[src/rtl/rep_window_monitor.sv]
// rep_window_monitor
// Run-time checker for "$rose(trig) |-> evt[->MIN:MAX]" inside a window of
// TIMEOUT cycles (trigger cycle included). Strong semantics: eot closes any
// pending window with a verdict. Verdicts are one-cycle registered pulses;
// totals saturate at 16'hFFFF.
module rep_window_monitor #(
  parameter int MIN     = 1,
  parameter int MAX     = 3,
  parameter int TIMEOUT = 16,
  parameter int STRICT  = 0,
  parameter int CW      = $clog2(MAX + 2),
  parameter int TW      = $clog2(TIMEOUT + 1)
) (
  input  logic          clk,
  input  logic          rst_n,
  input  logic          en,
  input  logic          trig,
  input  logic          evt,
  input  logic          eot,
  output logic          pass,
  output logic          fail,
  output logic          busy,
  output logic [CW-1:0] evt_count,
  output logic [15:0]   pass_total,
  output logic [15:0]   fail_total,
  output logic [15:0]   drop_total
);

  typedef enum logic [1:0] {
    S_IDLE   = 2'd0,
    S_COUNT  = 2'd1,
    S_EXTEND = 2'd2
  } state_t;

  localparam logic [CW-1:0] CNT_SAT = '1;
  localparam logic [CW-1:0] CNT_MIN = CW'(MIN);
  localparam logic [CW-1:0] CNT_MAX = CW'(MAX);
  localparam logic [TW-1:0] TMR_END = TW'(TIMEOUT - 1);
  localparam logic [15:0]   TOT_SAT = 16'hFFFF;

  state_t        r_state;
  state_t        w_state_d;
  logic          r_trig_q;
  logic [TW-1:0] r_timer;
  logic [TW-1:0] w_timer_d;
  logic [CW-1:0] r_cnt;
  logic [CW-1:0] w_cnt_d;
  logic          r_pass;
  logic          r_fail;
  logic          w_pass_d;
  logic          w_fail_d;
  logic [15:0]   r_pass_total;
  logic [15:0]   r_fail_total;
  logic [15:0]   r_drop_total;

  logic          w_rise;
  logic          w_busy;
  logic          w_active;
  logic          w_win_end;
  logic          w_drop;
  logic [CW-1:0] w_base_cnt;
  logic [TW-1:0] w_base_tmr;
  logic [CW-1:0] w_cnt_inc;

  // The trigger edge is evaluated exactly like a busy edge, starting from a
  // zero count and zero timer, so a window can decide on its first edge.
  assign w_rise     = trig & ~r_trig_q;
  assign w_busy     = (r_state != S_IDLE);
  assign w_active   = w_busy ? en : (w_rise & en);
  assign w_base_cnt = w_busy ? r_cnt : '0;
  assign w_base_tmr = w_busy ? r_timer : '0;
  assign w_cnt_inc  = (evt && (w_base_cnt != CNT_SAT)) ? w_base_cnt + CW'(1) : w_base_cnt;
  assign w_win_end  = (w_base_tmr == TMR_END);
  assign w_drop     = w_busy & w_rise;

  // Next-state and verdict decision: count evt first, then MIN/MAX, then
  // window end / eot.
  always_comb begin
    // NOTE: every signal gets a default first so no path leaves it unassigned (no latch).
    w_state_d = r_state;
    w_cnt_d   = r_cnt;
    w_timer_d = r_timer;
    w_pass_d  = 1'b0;
    w_fail_d  = 1'b0;
    if (w_busy && !en) begin
      w_state_d = S_IDLE;
    end else if (w_active) begin
      w_cnt_d   = w_cnt_inc;
      w_timer_d = w_base_tmr + TW'(1);
      if (STRICT != 0) begin
        if (w_cnt_inc > CNT_MAX) begin
          w_fail_d  = 1'b1;
          w_state_d = S_IDLE;
        end else if (w_win_end || eot) begin
          w_pass_d  = (w_cnt_inc >= CNT_MIN);
          w_fail_d  = (w_cnt_inc <  CNT_MIN);
          w_state_d = S_IDLE;
        end else begin
          w_state_d = (w_cnt_inc >= CNT_MIN) ? S_EXTEND : S_COUNT;
        end
      end else begin
        if (w_cnt_inc >= CNT_MIN) begin
          w_pass_d  = 1'b1;
          w_state_d = S_IDLE;
        end else if (w_win_end || eot) begin
          w_fail_d  = 1'b1;
          w_state_d = S_IDLE;
        end else begin
          w_state_d = S_COUNT;
        end
      end
    end
  end

  // State, window bookkeeping and verdict pulse registers.
  always_ff @(posedge clk or negedge rst_n) begin
    if (!rst_n) begin
      r_state  <= S_IDLE;
      r_trig_q <= 1'b0;
      r_timer  <= '0;
      r_cnt    <= '0;
      r_pass   <= 1'b0;
      r_fail   <= 1'b0;
    end else begin
      // NOTE: non-blocking assignments so every register samples pre-edge values.
      r_state  <= w_state_d;
      r_trig_q <= trig;
      r_timer  <= w_timer_d;
      r_cnt    <= w_cnt_d;
      r_pass   <= w_pass_d;
      r_fail   <= w_fail_d;
    end
  end

  // Saturating pass/fail/drop totals.
  always_ff @(posedge clk or negedge rst_n) begin
    if (!rst_n) begin
      r_pass_total <= '0;
      r_fail_total <= '0;
      r_drop_total <= '0;
    end else begin
      if (w_pass_d && (r_pass_total != TOT_SAT)) r_pass_total <= r_pass_total + 16'd1;
      if (w_fail_d && (r_fail_total != TOT_SAT)) r_fail_total <= r_fail_total + 16'd1;
      if (w_drop   && (r_drop_total != TOT_SAT)) r_drop_total <= r_drop_total + 16'd1;
    end
  end

  assign pass       = r_pass;
  assign fail       = r_fail;
  assign busy       = w_busy;
  assign evt_count  = r_cnt;
  assign pass_total = r_pass_total;
  assign fail_total = r_fail_total;
  assign drop_total = r_drop_total;

endmodule

[config.mk]
export PLATFORM = sky130hd
export DESIGN_NAME = rep_window_monitor
export DESIGN_NICKNAME = d
export VERILOG_FILES = /design/src/rtl/rep_window_monitor.sv
export SDC_FILE = /design/constraint.sdc
export NUM_CORES = 1
export LEC_CHECK = 0
export CAP_MARGIN = 0
export CORE_MARGIN = 8
export CORE_UTILIZATION = 50
export DETAILED_ROUTE_END_ITERATION = 6
export GPL_ROUTABILITY_DRIVEN = 0
export PLACE_DENSITY_LB_ADDON = 0.05
export SYNTH_ARGS = -nofsm -noshare
export SYNTH_HDL_FRONTEND = slang
export SYNTH_SLANG_ARGS = --single-unit
[constraint.sdc]
create_clock -name clk -period 4.95 [get_ports clk]
set_clock_uncertainty 0.15 [all_clocks]
set_input_delay 0.495 -clock clk [delete_from_list [all_inputs] [get_ports clk]]
set_output_delay 0.495 -clock clk [all_outputs]
set_load 0.01 [all_outputs]
# Yosys cells after proc, flatten, opt, wreduce, memory -nomap -nowiden
# Cells that the tools add are included.
word_totals:
  in_bits: 6
  regBits: 61
  output_inout_bits: 54
classes:
  mux: 15
  n_eq_ne: 5
  bitwise: 5
  n_reduce_logical: 10
  addsub: 5
  n_lt_le_gt_ge: 1
op_table:
  columns: ["cell", "count"]
  rows:
  - ["$add A16 B1 Y16 const B", 3]
  - ["$ne A16 B16 Y1 const B", 3]
  - ["$mux W1", 10]
  - ["$mux W3", 2]
  - ["$add A5 B1 Y5 const B", 1]
  - ["$eq A5 B4 Y1 const B", 1]
  - ["$logic_and A1 B1 Y1", 5]
  - ["$mux W5", 1]
  - ["$mux W2", 2]
  - ["$reduce_bool A2 Y1", 2]
  - ["$add A3 B1 Y3 const B", 1]
  - ["$and A1 B1 Y1", 3]
  - ["$ge A3 B1 Y1 const B", 1]
  - ["$ne A3 B3 Y1 const B", 1]
  - ["$not A1 Y1", 2]
  - ["$reduce_and A2 Y1", 1]
  - ["$logic_not A1 Y1", 1]
  - ["$logic_or A1 B1 Y1", 1]

# Depth between registers and ports, before layout
depth:
  ltp_word: 10
  ltp_mapped: 12
  ltp_nobuf: 10

# Worst setup path after synthesis
# OpenSTA, ideal clock, no wires.
synth_path:
  kind: "reg-to-reg"
  start: "register r_state[0]"
  end: "register r_fail_total[15] (netlist: fail_total[15])"
  setup_slack_ns: 2.176
  path_stages_with_launch: 10
  period_less_slack_ns: 2.774
  arrival_ns: 2.497
  path_cell_list: "dfrtp_1 buf_4 clkbuf_1 and2_1 ha_1 ha_1 o31ai_4 o2111ai_2 nor4_2 mux2_1"
synth_via:
  elab_chain_len: 10
  elab_cells_between_ends: 17
  cone_classes: "add/sub (1); order compare (1); eq/ne (2); mux (8); reduce/logical (5)"
synth_rtl:
  columns: ["element", "line", "source"]
  rows:
  - ["start, declared", "41", "state_t r_state;"]
  - ["start signal, assigned", "126", "r_state <= w_state_d;"]
  - ["$reduce_bool A2 Y1 (*)", "68", "assign w_busy = (r_state != S_IDLE);"]
  - ["parallel branches: the longest is 7 deep, another holds $add A3 B1 Y3", null, null]
  - ["$mux W1 (*)", "85", "if (w_busy && !en) begin"]
  - ["$logic_and A1 B1 Y1 (*)", "143", "if (w_fail_d && (r_fail_total != TOT_SAT)) r_fail_total <= r_fail_total + 16'd1;"]
  - ["end signal, assigned", "143", null]
  - ["end, declared", "53", "logic [15:0] r_fail_total;"]
# Every way passes the cells marked *.
# A chain may end at the register's enable or synchronous reset.

# Worst setup path in the final report
layout_path:
  start: "register r_state[0]"
  end: "register r_fail_total[1] (netlist: fail_total[1])"
# The elaborated chain is that of the path after synthesis.

==> summary.txt <==
Clocking
  – H-tree depth: 3
  – CTS Hold Bufs: 0
  – CTS max path bufs: 2
  – CTS buffer count: 9
  – CTS clk-pin slew, worst paths: about 0.07 ns
  – Root buffer cell: clkbuf_8
  – Post-CTS Setup Inserts: 0
  – CTS tree: yes
  – Post-CTS sizing: 0
  – Clk sink count: 60
  – Worst-skew pair later-pin latency: approximately 0.33 ns

Layout
  – Synthesis-to-finish area growth: 28.77%
  – Core Util, Final: 0.6584
  – Antenna cell count: 0
  – Post-Layout Cell Count: 420
  – Layout cell share with drive strength beyond 1: 0.1159
  – Net count reported at finish: approximately 350
  – Final Cell Area: 0.003875 mm2

Critical path
  – Ordered cell list for the critical path: and2_1 > ha_1 > ha_1 > o31ai_4 > o2111ai_2 > inv_2 > nand2_1 > mux2_1
  – CP peak stage delay: 0.60 ns
  – Worst Path Required: around 5 ns
  – Reg2reg setup slack: just over 2 ns
  – Crit. End Element: register
  – Worst R2R Start: r_state[0]$_DFFE_PN0P_
  – Slowest CP cell: dfrtp_1
  – Kind of cell adding the most delay to the critical path: flip-flops
  – Worst reg2reg endpoint: fail_total[1]$_DFFE_PN0P_
  – Buf/Inv on CP: 1
  – Reg2Reg Depth: 8
  – Kind of critical path: register to register
  – CP arrival: between 2 and 3 ns
  – Max FO, Critical Path: 19
  – Cell mode on critical path: ha_1
  – Crit path launch type: register

Place
  – DP Area: 0.003659 mm2
  – Number of buffers added on ports: between 50 and 60
  – DP HPWL: 4526 um
  – Inst Count DP: around 400

Route
  – Vias: roughly 2300
  – Drt drc: 0
  – Initial DRC Count: 89
  – Via density: ~5.5
  – Post-route ant nets: 0
  – WL per Instance: 14.96 um
  – Total iterations of the first detailed-routing run: 4
  – DRT Wirelength: 6283 um

Logic synthesis
  – Cell area after synthesis: between 0.003 and 0.004 mm2
  – Mux contribution to synthesized area: 0.01830
  – Post-synthesis simple-gate area fraction: 0.2403
  – Syn_area_per_cell: 10.98 um2
  – Sequential area share after synthesis: 0.4990
  – Synth Net Count: around 290
  – Post-synthesis register bit count: 60
  – Asr flop ratio synth: 1.000
  – Unique masters post-synth: between 40 and 50
  – Post-synth EDFFs: 0
  – Post-Syn Instances: approximately 270
  – Synth warnings: 0
  – Xor/xnor share of the synthesized area: 0.1193
  – Largest family of logic cells by synthesized area: simple AND/OR/NAND/NOR gates
  – Primary FF master, synth: dfrtp_1
  – Synth Area in Compound Gates: 0.07526
  – Post-Synth Adder-Cell Area: 0.02911

Timing
  – Measured slew at the worst slew-check pin: between 0.7 and 0.8 ns
  – Final slew viol count: 0
  – Final Hold Violating Endpoints: 0
  – Total Neg Setup Slack: 0 ns
  – Max Clock Freq: 344.0 MHz
  – Min Tclk post-route: 2.907 ns
  – Period utilization: 0.5872
  – Rel. slew slack: 0.5016
  – # setup viols final: 0
  – RSZ-0062 raised after global routing: no

Floorplanning
  – Core Region: between 0.005 and 0.006 mm2
  – Die width: about 94 um
  – Total Die Area: ~0.0088 mm2
  – Die Y: 93.58 um
  – Starting Density: 0.5113
  – Row count: 28
  – Ports: 60

Global routing
  – Gr ovfl total: 0
  – Number of global-route vias before repair: 2231
  – Pin count of the biggest net entering global routing: between 60 and 70
  – First-pass GRT wire length: between 10000 and 15000 um
  – Initial antenna violation count: 0
  – Global-route usage over all layers: 0.1504

Power
  – Pwr/cell area: about 310 mW/mm2
  – Leak: around 1.7 nW
  – Max IR drop VDD: approximately 0.00024 V

Job
  – Maxcap violations: 0

Status
  – Status: completed

Worst hold path
  – Hold Path Class: input pin to asynchronous set/reset pin
## worst register-to-register path: cells and delay by family, from the launching register on
family	cells	cell delay (ns)
fa+ha+maj	2	0.52
buf+inv	1	0.25
mux	1	0.32
compound gates	2	0.55
flops	1	0.60
simple gates	2	0.40
## stage by stage
stage / power [mW] / worst slack (ns) / hold WS [ns]
CTS: 1.225 / 2.043 / 0.1837
detailed placement: 0.7422 / 2.057 / 0.3285
global route: 1.271 / 1.825 / 0.2295
floorplan: 0.6381 / 2.176 / 0.04941
finish: 1.212 / 2.043 / 0.1560
global placement: 0.7384 / 2.160 / 0.3260
## how the worst max path moves through the flow
stage,startpoint,to,slack [ns],depth (start not counted)
4_1_cts,r_state[0]$_DFFE_PN0P_,fail_total[1]$_DFFE_PN0P_,2.04,9
5_1_grt,r_state[0]$_DFFE_PN0P_,fail_total[1]$_DFFE_PN0P_,1.82,8
2_1_floorplan,r_state[0]$_DFFE_PN0P_,fail_total[15]$_DFFE_PN0P_,2.18,9
3_5_place_dp,r_state[0]$_DFFE_PN0P_,fail_total[1]$_DFFE_PN0P_,2.06,9
3_3_place_gp,r_state[0]$_DFFE_PN0P_,fail_total[1]$_DFFE_PN0P_,2.16,9
6_report,r_state[0]$_DFFE_PN0P_,fail_total[1]$_DFFE_PN0P_,2.04,8
## cell usage after synthesis, types with 3 or more instances
library cell	instances	area, um2
mux2_1	3	33.78
nand4_1	12	75.07
a21oi_1	8	40.04
o21ai_0	5	25.02
nand3_1	17	85.08
nor4_2	3	37.54
nand2_1	30	112.6
ha_1	7	87.58
xnor2_1	21	183.9
buf_4	3	22.52
nor3_2	8	80.08
nor3_1	6	30.03
inv_1	4	15.01
dfrtp_1	60	1501
xor2_1	20	175.2
nor2_1	10	37.54
and2_1	6	37.54
and3_1	11	68.82
and4_1	6	52.55
## kinds of logic (layout without fill, tap and decap cells)
group | Yosys count | in the layout
simple gates | 122 | 122
flops | 60 | 60
buf+inv | 10 | 81
compound gates | 29 | 29
xor+xnor | 41 | 41
fa+ha+maj | 7 | 7
mux | 5 | 5
## cell usage in the layout, fill, tap and decap left out, drive strengths merged, types with 7 or more instances in the layout
master / Yosys / final
xnor2: 21 / 21
ha: 7 / 7
clkbuf: 1 / 11
nand3: 17 / 17
nor3: 14 / 14
nand4: 12 / 12
dfrtp: 60 / 60
xor2: 20 / 20
a21oi: 8 / 8
nor2: 11 / 11
and3: 11 / 11
nand2: 31 / 31
clkdlybuf4s50: 0 / 58
## area by class of cell
cell class	instances	area, um2
flip-flops and latches	60	1501
repair buffers	60	593.1
multi-input cells	204	1451
clock inverters	5	75.07
fillers	496	2011
inverters	5	18.77
clock buffers	11	141.4
well taps	75	93.84
## sequential cells by signal, indices dropped and copies added (netlist names)
signal	count
drop_total	16
evt_count	3
fail	1
fail_total	16
pass	1
pass_total	16
r_state	1
r_timer	5
r_trig_q	1
## per-layer routing
metal  global-route usage  part of all wire  routed length (um)  vias up
li1                     -                 -                   -     1125
met1               0.1819              0.47                2929     1113
met2               0.2421              0.47                2952       47
met3              0.04888             0.050                 314        7
met4              0.06077             0.014                  86        0
met5                    0                 0                   0        -
## report_power, final
group | internal (mW) | leakage (nW) | switching, mW
registers | 0.526 | 0.812 | 0.0466
logic | 0.0902 | 0.786 | 0.0670
clock network | 0.295 | 0.113 | 0.187
total | 0.911 | 1.71 | 0.301
Power figures use the tool's default switching activity.
